--- src/rtl/servant_uart_rx_if.sv ---
// -----------------------------------------------------------------------------
// servant_uart_rx_if
// Byte stream handshake between the UART receiver FIFO and its consumer.
//   o_rdt  : received byte at the FIFO head (receiver -> consumer)
//   o_vld  : head byte valid, FIFO non-empty (receiver -> consumer)
//   i_rdy  : consumer accepts o_rdt when o_vld && i_rdy (consumer -> receiver)
// Modports: master = receiver side, slave = consumer side.
// -----------------------------------------------------------------------------
`timescale 1ns/1ps
interface servant_uart_rx_if;
  logic [7:0] o_rdt;
  logic       o_vld;
  logic       i_rdy;

  modport master (output o_rdt, output o_vld, input i_rdy);
  modport slave  (input o_rdt, input o_vld, output i_rdy);
endinterface

--- src/rtl/servant_uart_rx.sv ---
// -----------------------------------------------------------------------------
// servant_uart_rx
// UART receiver for the servant o_data line: 2-flop synchronizer, frame FSM
// (start / 8 data bits LSB first / optional even parity / stop) and a small
// receive FIFO with a valid/ready read side.
//
// Configuration macro: SERVANT_UART_RX_PARITY_EN
//   defined   : frame is 8E1; a PARITY state checks one even-parity bit.
//   undefined : frame is 8N1; o_par_err is tied low.
//
// Parameters:
//   CLKS_PER_BIT : wb_clk cycles per UART bit (4..65535)
//   FIFO_AW      : log2 of receive FIFO depth
// Ports:
//   wb_clk      : clock, all state changes on its rising edge
//   wb_rst      : asynchronous active-high reset
//   i_rx        : serial input, idles high
//   bus         : master side of servant_uart_rx_if (o_rdt, o_vld, i_rdy)
//   o_frame_err : one-cycle pulse on a bad stop bit
//   o_ovf       : one-cycle pulse when a good byte is dropped (FIFO full)
//   o_par_err   : one-cycle pulse on parity mismatch (always 0 without parity)
// -----------------------------------------------------------------------------
`timescale 1ns/1ps
module servant_uart_rx #(
  parameter int CLKS_PER_BIT = 16,
  parameter int FIFO_AW      = 2
) (
  input  logic                  wb_clk,
  input  logic                  wb_rst,
  input  logic                  i_rx,
  servant_uart_rx_if.master     bus,
  output logic                  o_frame_err,
  output logic                  o_ovf,
  output logic                  o_par_err
);

  localparam int DEPTH = 1 << FIFO_AW;
  // Reload values for the down-counter: a sample happens when it reaches 0.
  // The first reload lands the start-bit sample CLKS_PER_BIT/2-1 cycles after
  // detection; every later reload gives exactly CLKS_PER_BIT cycles.
  localparam logic [15:0] L_HALF = 16'(CLKS_PER_BIT / 2 - 2);
  localparam logic [15:0] L_FULL = 16'(CLKS_PER_BIT - 1);

  typedef enum logic [2:0] {
    IDLE      = 3'd0,
    START     = 3'd1,
    DATA      = 3'd2,
`ifdef SERVANT_UART_RX_PARITY_EN
    PARITY    = 3'd3,
`endif
    STOP      = 3'd4,
    WAIT_HIGH = 3'd5
  } state_t;

  // Even parity: the parity bit must make the total count of ones even.
  function automatic logic f_even_par(input logic [7:0] d);
    return ^d;
  endfunction

  logic             r_s1, r_s2;
  state_t           r_state;
  logic [15:0]      r_cnt;
  logic [2:0]       r_bit;
  logic [7:0]       r_shift;
  logic             r_frame_err;
  logic             r_ovf;
  logic [FIFO_AW:0] r_wptr, r_rptr;
  logic [7:0]       r_mem [DEPTH];
`ifdef SERVANT_UART_RX_PARITY_EN
  logic             r_par_bad;
  logic             r_par_err;
`endif

  logic w_tick, w_push, w_pop, w_empty, w_full, w_wr;

  assign w_tick = (r_cnt == 16'd0);

  // A byte is offered to the FIFO in the stop-sample cycle when the stop bit
  // is good (and parity, if present, matched).
`ifdef SERVANT_UART_RX_PARITY_EN
  assign w_push = (r_state == STOP) && w_tick && r_s2 && !r_par_bad;
`else
  assign w_push = (r_state == STOP) && w_tick && r_s2;
`endif

  assign w_empty = (r_wptr == r_rptr);
  assign w_full  = (r_wptr[FIFO_AW] != r_rptr[FIFO_AW]) &&
                   (r_wptr[FIFO_AW-1:0] == r_rptr[FIFO_AW-1:0]);
  assign w_pop   = bus.o_vld && bus.i_rdy;
  // A pop in the same cycle frees the slot, so a full FIFO can still accept.
  assign w_wr    = w_push && (!w_full || w_pop);

  // Synchronizer + frame FSM
  always_ff @(posedge wb_clk or posedge wb_rst) begin
    if (wb_rst) begin
      r_s1        <= 1'b1;
      r_s2        <= 1'b1;
      r_state     <= IDLE;
      r_cnt       <= 16'd0;
      r_bit       <= 3'd0;
      r_frame_err <= 1'b0;
`ifdef SERVANT_UART_RX_PARITY_EN
      r_par_bad   <= 1'b0;
      r_par_err   <= 1'b0;
`endif
    end else begin
      r_s1        <= i_rx;
      r_s2        <= r_s1;
      r_frame_err <= 1'b0;
`ifdef SERVANT_UART_RX_PARITY_EN
      r_par_err   <= 1'b0;
`endif
      case (r_state)
        IDLE: begin
          if (!r_s2) begin
            r_state <= START;
            r_cnt   <= L_HALF;
            r_bit   <= 3'd0;
          end
        end
        START: begin
          if (w_tick) begin
            // Line back high at mid start bit: a glitch, silently ignored.
            if (r_s2) begin
              r_state <= IDLE;
            end else begin
              r_state <= DATA;
              r_cnt   <= L_FULL;
            end
          end else begin
            r_cnt <= r_cnt - 16'd1;
          end
        end
        DATA: begin
          if (w_tick) begin
            r_cnt <= L_FULL;
            r_bit <= r_bit + 3'd1;
            if (r_bit == 3'd7) begin
`ifdef SERVANT_UART_RX_PARITY_EN
              r_state <= PARITY;
`else
              r_state <= STOP;
`endif
            end
          end else begin
            r_cnt <= r_cnt - 16'd1;
          end
        end
`ifdef SERVANT_UART_RX_PARITY_EN
        PARITY: begin
          if (w_tick) begin
            r_cnt     <= L_FULL;
            r_par_bad <= (r_s2 != f_even_par(r_shift));
            r_state   <= STOP;
          end else begin
            r_cnt <= r_cnt - 16'd1;
          end
        end
`endif
        STOP: begin
          if (w_tick) begin
`ifdef SERVANT_UART_RX_PARITY_EN
            r_par_err <= r_par_bad;
`endif
            if (r_s2) begin
              r_state <= IDLE;
            end else begin
              // Break or framing error: report once, then wait out the low line.
              r_frame_err <= 1'b1;
              r_state     <= WAIT_HIGH;
            end
          end else begin
            r_cnt <= r_cnt - 16'd1;
          end
        end
        WAIT_HIGH: begin
          if (r_s2) r_state <= IDLE;
        end
        default: r_state <= IDLE;
      endcase
    end
  end

  // Data shift register, LSB arrives first
  always_ff @(posedge wb_clk) begin
    if ((r_state == DATA) && w_tick) r_shift <= {r_s2, r_shift[7:1]};
  end

  // FIFO pointers and overflow pulse
  always_ff @(posedge wb_clk or posedge wb_rst) begin
    if (wb_rst) begin
      r_wptr <= '0;
      r_rptr <= '0;
      r_ovf  <= 1'b0;
    end else begin
      r_ovf <= w_push && w_full && !w_pop;
      if (w_wr)  r_wptr <= r_wptr + 1'b1;
      if (w_pop) r_rptr <= r_rptr + 1'b1;
    end
  end

  // FIFO storage
  always_ff @(posedge wb_clk) begin
    if (w_wr) r_mem[r_wptr[FIFO_AW-1:0]] <= r_shift;
  end

  assign bus.o_rdt   = r_mem[r_rptr[FIFO_AW-1:0]];
  assign bus.o_vld   = !w_empty;
  assign o_frame_err = r_frame_err;
  assign o_ovf       = r_ovf;
`ifdef SERVANT_UART_RX_PARITY_EN
  assign o_par_err   = r_par_err;
`else
  assign o_par_err   = 1'b0;
`endif

endmodule

--- src/flat_wrapper.sv ---
// flat-port wrapper written by rule: the top's interface ports become plain ports
module servant_uart_rx_flat 
#(
  parameter int CLKS_PER_BIT = 16,
  parameter int FIFO_AW      = 2
)
  (wb_clk, wb_rst, i_rx, o_frame_err, o_ovf, o_par_err, bus_o_rdt, bus_o_vld, bus_i_rdy);
  servant_uart_rx_if bus_i ();
  input  logic wb_clk;
  input  logic wb_rst;
  input  logic i_rx;
  output logic o_frame_err;
  output logic o_ovf;
  output logic o_par_err;
  output wire logic [$bits(bus_i.o_rdt)-1:0] bus_o_rdt;
  output wire logic [$bits(bus_i.o_vld)-1:0] bus_o_vld;
  input wire logic [$bits(bus_i.i_rdy)-1:0] bus_i_rdy;
  assign bus_o_rdt = bus_i.o_rdt;
  assign bus_o_vld = bus_i.o_vld;
  assign bus_i.i_rdy = bus_i_rdy;
  servant_uart_rx #(.CLKS_PER_BIT(CLKS_PER_BIT), .FIFO_AW(FIFO_AW)) u_core (.wb_clk(wb_clk), .wb_rst(wb_rst), .i_rx(i_rx), .bus(bus_i), .o_frame_err(o_frame_err), .o_ovf(o_ovf), .o_par_err(o_par_err));
endmodule
--- config.mk ---
export PLATFORM = sky130hd
export DESIGN_NAME = servant_uart_rx_flat
export DESIGN_NICKNAME = d
export VERILOG_FILES = /design/src/rtl/servant_uart_rx_if.sv /design/src/rtl/servant_uart_rx.sv /design/src/flat_wrapper.sv
export SDC_FILE = /design/constraint.sdc
export NUM_CORES = 1
export LEC_CHECK = 0
export ABC_AREA = 1
export CAP_MARGIN = 15
export CORE_MARGIN = 2
export CORE_UTILIZATION = 45
export DETAILED_ROUTE_END_ITERATION = 16
export GPL_ROUTABILITY_DRIVEN = 0
export PLACE_DENSITY_LB_ADDON = 0.2
export SLEW_MARGIN = 10
export SYNTH_ARGS = -nofsm -noshare
export SYNTH_HDL_FRONTEND = slang
export SYNTH_SLANG_ARGS = --single-unit
--- constraint.sdc ---
create_clock -name wb_clk -period 2.57 [get_ports wb_clk]
set_clock_uncertainty 0.15 [all_clocks]
set_input_delay 0.514 -clock wb_clk [delete_from_list [all_inputs] [get_ports wb_clk]]
set_output_delay 0.514 -clock wb_clk [all_outputs]
set_load 0.01 [all_outputs]
# Word level (Yosys, flattened, before mapping)
# Memory sizes are Yosys's and may differ from the RTL's.
# Index checks and enable logic that the tools add are counted.
[word_totals]
regBits = 40
ram_bits = 32
elab_cells = 73
memories = 1
[op_classes]
addsub = 4
eq_ne = 16
n_mux = 23
reduce_logical = 19
[mem_list]
columns = ["memory", "depth", "word_bits", "read_ports", "rd_clocked_by_memory_dff", "wr", "line_no", "text"]
rows = [
  ["u_core.r_mem", 4, 8, 1, 0, 1, "servant_uart_rx.sv:68", "logic [7:0] r_mem [DEPTH];"],
]
[op_table]
columns = ["operator", "n"]
rows = [
  ["$mux W16", 5],
  ["$pmux W16 S4", 1],
  ["$mux W3", 9],
  ["$logic_not A16 Y1", 1],
  ["$sub A16 B1 Y16 const B", 1],
  ["$pmux W3 S5", 1],
  ["$ne A2 B1 Y1 const B", 5],
  ["$add A3 B1 Y3 const B", 3],
  ["$eq A3 B3 Y1 const B", 3],
  ["$logic_and A1 B1 Y1", 8],
  ["$pmux W3 S2", 1],
  ["$reduce_and A6 Y1", 1],
  ["$mux W1", 5],
  ["$ne A2 B2 Y1 const B", 2],
  ["$reduce_and A4 Y1", 1],
  ["$reduce_bool A4 Y1", 1],
  ["$eq A3 B1 Y1 const B", 1],
  ["$eq A3 B2 Y1 const B", 1],
  ["$eq A3 B3 Y1", 1],
  ["$logic_not A1 Y1", 3],
  ["$logic_not A3 Y1", 1],
  ["$ne A3 B3 Y1 const B", 1],
  ["$reduce_and A3 Y1", 1],
  ["$eq A2 B2 Y1", 1],
  ["4 further kinds", 4],
]

# Longest topological paths before layout
# Gate-level depths: netlist of the first run.
[depth]
depth_word = 7
depth_mapped = 11
depth_no_buf = 11

# Worst setup path before layout of the first run
# Ideal clock, no wire load.
[synth_timing]
kind = "reg2reg"
from = "register u_core.r_cnt[0]"
to = "memory u_core.r_mem[1][0], enable pin"
setup_time_ps = 371
t_arrival_ps = 1707
required_ps = 2049
slack_ps = 343
stages_incl_launch_ff = 9
path_buffers = 0
synth_period_minus_slack_ps = 2227
cell_sequence = "dfrtp_1 -> inv_1 -> ha_1 -> nand3_2 -> nor2_2 -> nand2_2 -> nor2_1 -> nand3_2 -> nor2_1"
[synth_between]
elab_chain_cells = 6
[synth_rtl]
columns = ["element", "line_no", "text"]
rows = [
  ["from (decl)", "servant_uart_rx.sv:62", "logic [15:0] r_cnt;"],
  ["from (signal assigned)", "servant_uart_rx.sv:131", "r_cnt <= r_cnt - 16'd1;"],
  ["from (signal assigned)", "servant_uart_rx.sv:146", "r_cnt <= r_cnt - 16'd1;"],
  ["from (signal assigned)", "servant_uart_rx.sv:173", "r_cnt <= r_cnt - 16'd1;"],
  ["$logic_not A16 Y1", "servant_uart_rx.sv:76", "assign w_tick = (r_cnt == 16'd0);"],
  ["$logic_and A1 B1 Y1 (2 in a row)", "servant_uart_rx.sv:83", "assign w_push = (r_state == STOP) && w_tick && r_s2;"],
  ["$logic_and A1 B1 Y1", "servant_uart_rx.sv:91", "assign w_wr = w_push && (!w_full || w_pop);"],
  ["$mux W1", "servant_uart_rx.sv:204", "if (w_wr) r_mem[r_wptr[FIFO_AW-1:0]] <= r_shift;"],
  ["$mux W1 (implied by the code)", "servant_uart_rx.sv:204", ""],
  ["to (decl)", "servant_uart_rx.sv:68", ""],
]
# No other way between the ends.

# Worst setup path after layout of the first run
[layout_timing]
from = "register u_core.r_rptr[0]"
to = "output bus_o_rdt[7]"
[layout_between]
elab_chain_cells = 1
[layout_rtl]
columns = ["element", "line_no", "text"]
rows = [
  ["from (decl)", "servant_uart_rx.sv:67", "logic [FIFO_AW:0] r_wptr, r_rptr;"],
  ["from (signal assigned)", "servant_uart_rx.sv:198", "if (w_pop) r_rptr <= r_rptr + 1'b1;"],
  ["$mem_v2 Z4 W8", "-", ""],
  ["to (decl)", "flat_wrapper.sv:15", "output wire logic [$bits(bus_i.o_rdt)-1:0] bus_o_rdt;"],
]
# No other way between the ends.

==> flow_summary.yaml, run 1 <==
min_path:
  hold_path.class: "register to register"
floorplanning:
  dieArea_um2: 8810
  ios: 16
  fp-row-count: 32
  core_um2: 7770
  start_util_pct: 46.8
  fp.dieH_um: 93.8
  die_x_um: 93.8
place:
  hpwl_um: 4850
  placed_area_um2: 3900
  dp_slack_ns: 0.235
  io_buffers: 14
  place_inst: 519
drt:
  antenna_left: 0
  viasPerCell: 5.08
  routed_wl_um: 7390
  drt-initial-drc-count: 115
  drc: 0
  wl_per_cell_um: 13.6
  vias: 2755
  dr.pass1.iters: 5
global_route:
  grt_max_degree: 33
  grt_remaining_overflow: 0
  grt_pass1_vias: 2482
  track_usage_pct: 17.9
  antenna_found_initial: 0
  grt_first_pass_wirelength_um: 12100
clock_network:
  root_buffer: "clkbuf_8"
  clock_path_buffers: 2
  cts_tree: "yes"
  htreeDepth: 3
  clkLatencyLatePin_ns: 0.34
  holdBufCountCts: 0
  cts_buffers: 9
  clk_pin_slew_worst_paths_ns: 0.07
  cts.sinks: 72
critical_path:
  crit_chain: "buf_6 -> o21ai_0 -> o22ai_1 -> clkdlybuf4s50_1"
  critPathKind: "register to primary output"
  crit_path_max_fanout: 18
  critPathLaunchType: "register"
  r2r_slack_ns: 0.33
  r2r_end: "u_core.r_mem[1][5]"
  end_kind: "primary output"
  path_depth: 4
  worstReg2RegStart: "u_core.r_cnt[0]"
  cp_slowest_stage_delay_ns: 0.56
  path_buf_inv: 2
  crit_end: "bus_o_rdt[7]"
  startpoint: "u_core.r_rptr[0]"
  cp.required_ns: 1.91
  crit_family: "buffers and inverters"
  r2r_cells: 9
  critPathSlowestCell: "clkdlybuf4s50_1"
  arrival_ns: 1.85
sta:
  setup_viol: 0
  fmax_mhz: 398
  fin_crit_ns: 2.51
  fin_ws_ns: 0.0603
  fin_crit_sh_pct: 97.7
  finalHoldViolations: 0
  slew_violations: 0
  rsz0062_at_grt: "yes"
layout:
  final_common_cell: "nand2_1"
  antenna_cells: 0
  final_cell_area_um2: 4170
  num-fill-cells: 709
  syn_to_final_growth_pct: 14.8
  layout_common_cells: "nand2_1, nor2_1, edfxtp_1"
  fin_nets: 447
  drive_gt1_share_pct: 13.0
  final_cells: 542
pwr:
  p_per_area_nw_per_um2: 1110
  leakage_nw: 1.92
  peakVddDrop_v: 0.000405
synth:
  synthesis.nets: 417
  ys_ff_latch: 72
  ys_types: 37
  synth_async_sr_flop_share_pct: 44.4
  synth-edff-count: 40
  syn_avg_cell_area_um2: 8.97
  syn_inst: 405
  ys_seq_area_share_pct: 55.2
  yosys_warnings: 0
  synth_ff_type: "edfxtp_1"
  synth_area_um2: 3630
flow_run:
  cap_violations: 0
status:
  status: "completed"
flip-flops by register name, summed over array words and instances, names as in the netlist:
name                cells
u_core.r_mem           32
u_core.r_cnt           16
u_core.r_shift          8
u_core.r_bit            3
u_core.r_rptr           3
u_core.r_state          3
u_core.r_wptr           3
u_core.o_frame_err      1
u_core.o_ovf            1
u_core.r_s1             1
u_core.r_s2             1
layout make-up:
| type | instances | area (um2) | area share (%) |
|---|---|---|---|
| inverters | 38 | 149 | 3.57 |
| clock inverters | 7 | 71.3 | 1.71 |
| repair buffers | 28 | 259 | 6.21 |
| clock buffers | 9 | 124 | 2.97 |
| repair inverters | 1 | 7.51 | 0.180 |
| well taps | 102 | 128 | 3.06 |
| flip-flops and latches | 72 | 2010 | 48.1 |
| multi-input cells | 285 | 1430 | 34.2 |
routing by layer:
layer / up-vias / track usage [%] / part of all wire, % / routed length (um)
met3: 9 / 3.37 / 3.7 / 270
met2: 55 / 26.8 / 45 / 3320
met5: - / 0 / 0 / 0
met4: 0 / 7.25 / 1.2 / 89
li1: 1395 / - / - / -
met1: 1296 / 25.7 / 50 / 3710
what timing repair did:
item	in CTS	in global routing
setup buffers	2	4
endpoints found under the setup margin	9	9
pin swaps	1	0
resized for setup	3	9
cloned	0	1
kinds of logic after synthesis:
kind of cell    count (synthesis)  share of synthesized area [%]
buf+inv                        48                           5.65
other cells                     1                          0.103
flops                          72                           55.2
xor+xnor                       10                           2.41
simple gates                  220                           26.8
fa+ha+maj                       8                           2.76
compound gates                 46                           7.10
worst register-to-register path: cells and delay by family (launching register included):
family,cells,cell delay [ns]
adder cells (fa/ha/maj),1,0.21
flip-flops,1,0.41
AND/OR/NAND/NOR,6,0.87
buffers and inverters,2,0.31
cells in the mapped netlist (3+ instances only):
library cell    n  area [um2]
xor2_1          6        52.6
dfrtp_1        30         751
nand2_2         4        25.0
clkbuf_1        4        15.0
xnor2_1         4        35.0
inv_2           3        11.3
ha_1            8         100
nor2_1         50         188
a21oi_1         3        15.0
inv_1          35         131
o21ai_0        25         125
nand4_1         8        50.1
nand3_2         4        40.0
nand2_1       117         439
o22ai_1         8        50.1
o21ai_1         5        25.0
nand3_1        28         140
edfxtp_1       40        1200
power by group:
part	internal (W)	leakage [nW]	total (W)	switching [W]
logic	0.000821	1.06	0.00221	0.00138
registers	0.00137	0.772	0.00156	0.000196
clock network	0.000448	0.0933	0.000881	0.000433
per-stage QoR:
step	setup TNS, ns	util (%)	hold slack, ns	power, W
after floorplan	0	-	0.195	0.00315
after global placement	0	50.2	0.196	0.00364
after detailed placement	0	50.2	0.199	0.00368
after CTS	-0.00269	52.9	0.210	0.00460
after global routing	-0.0948	53.7	0.216	0.00503
final	0	53.7	0.209	0.00465
worst min-delay path by stage:
stage                start          end  slack [ns]  depth (start not counted)
6_report       u_core.r_s1  u_core.r_s2        0.21                          0
4_1_cts        u_core.r_s1  u_core.r_s2        0.21                          0
2_1_floorplan  u_core.r_s1  u_core.r_s2        0.20                          0
5_1_grt        u_core.r_s1  u_core.r_s2        0.22                          0
3_5_place_dp   u_core.r_s1  u_core.r_s2        0.20                          0
3_3_place_gp   u_core.r_s1  u_core.r_s2        0.20                          0
(Power assumes the default switching activity.)
==> inputs of run 2 (changes only) <==
Settings changed: SLEW_MARGIN 10 to not set.
==> results of run 2 <==
The final DEF is identical to that of run 1; final timing and power are the same.
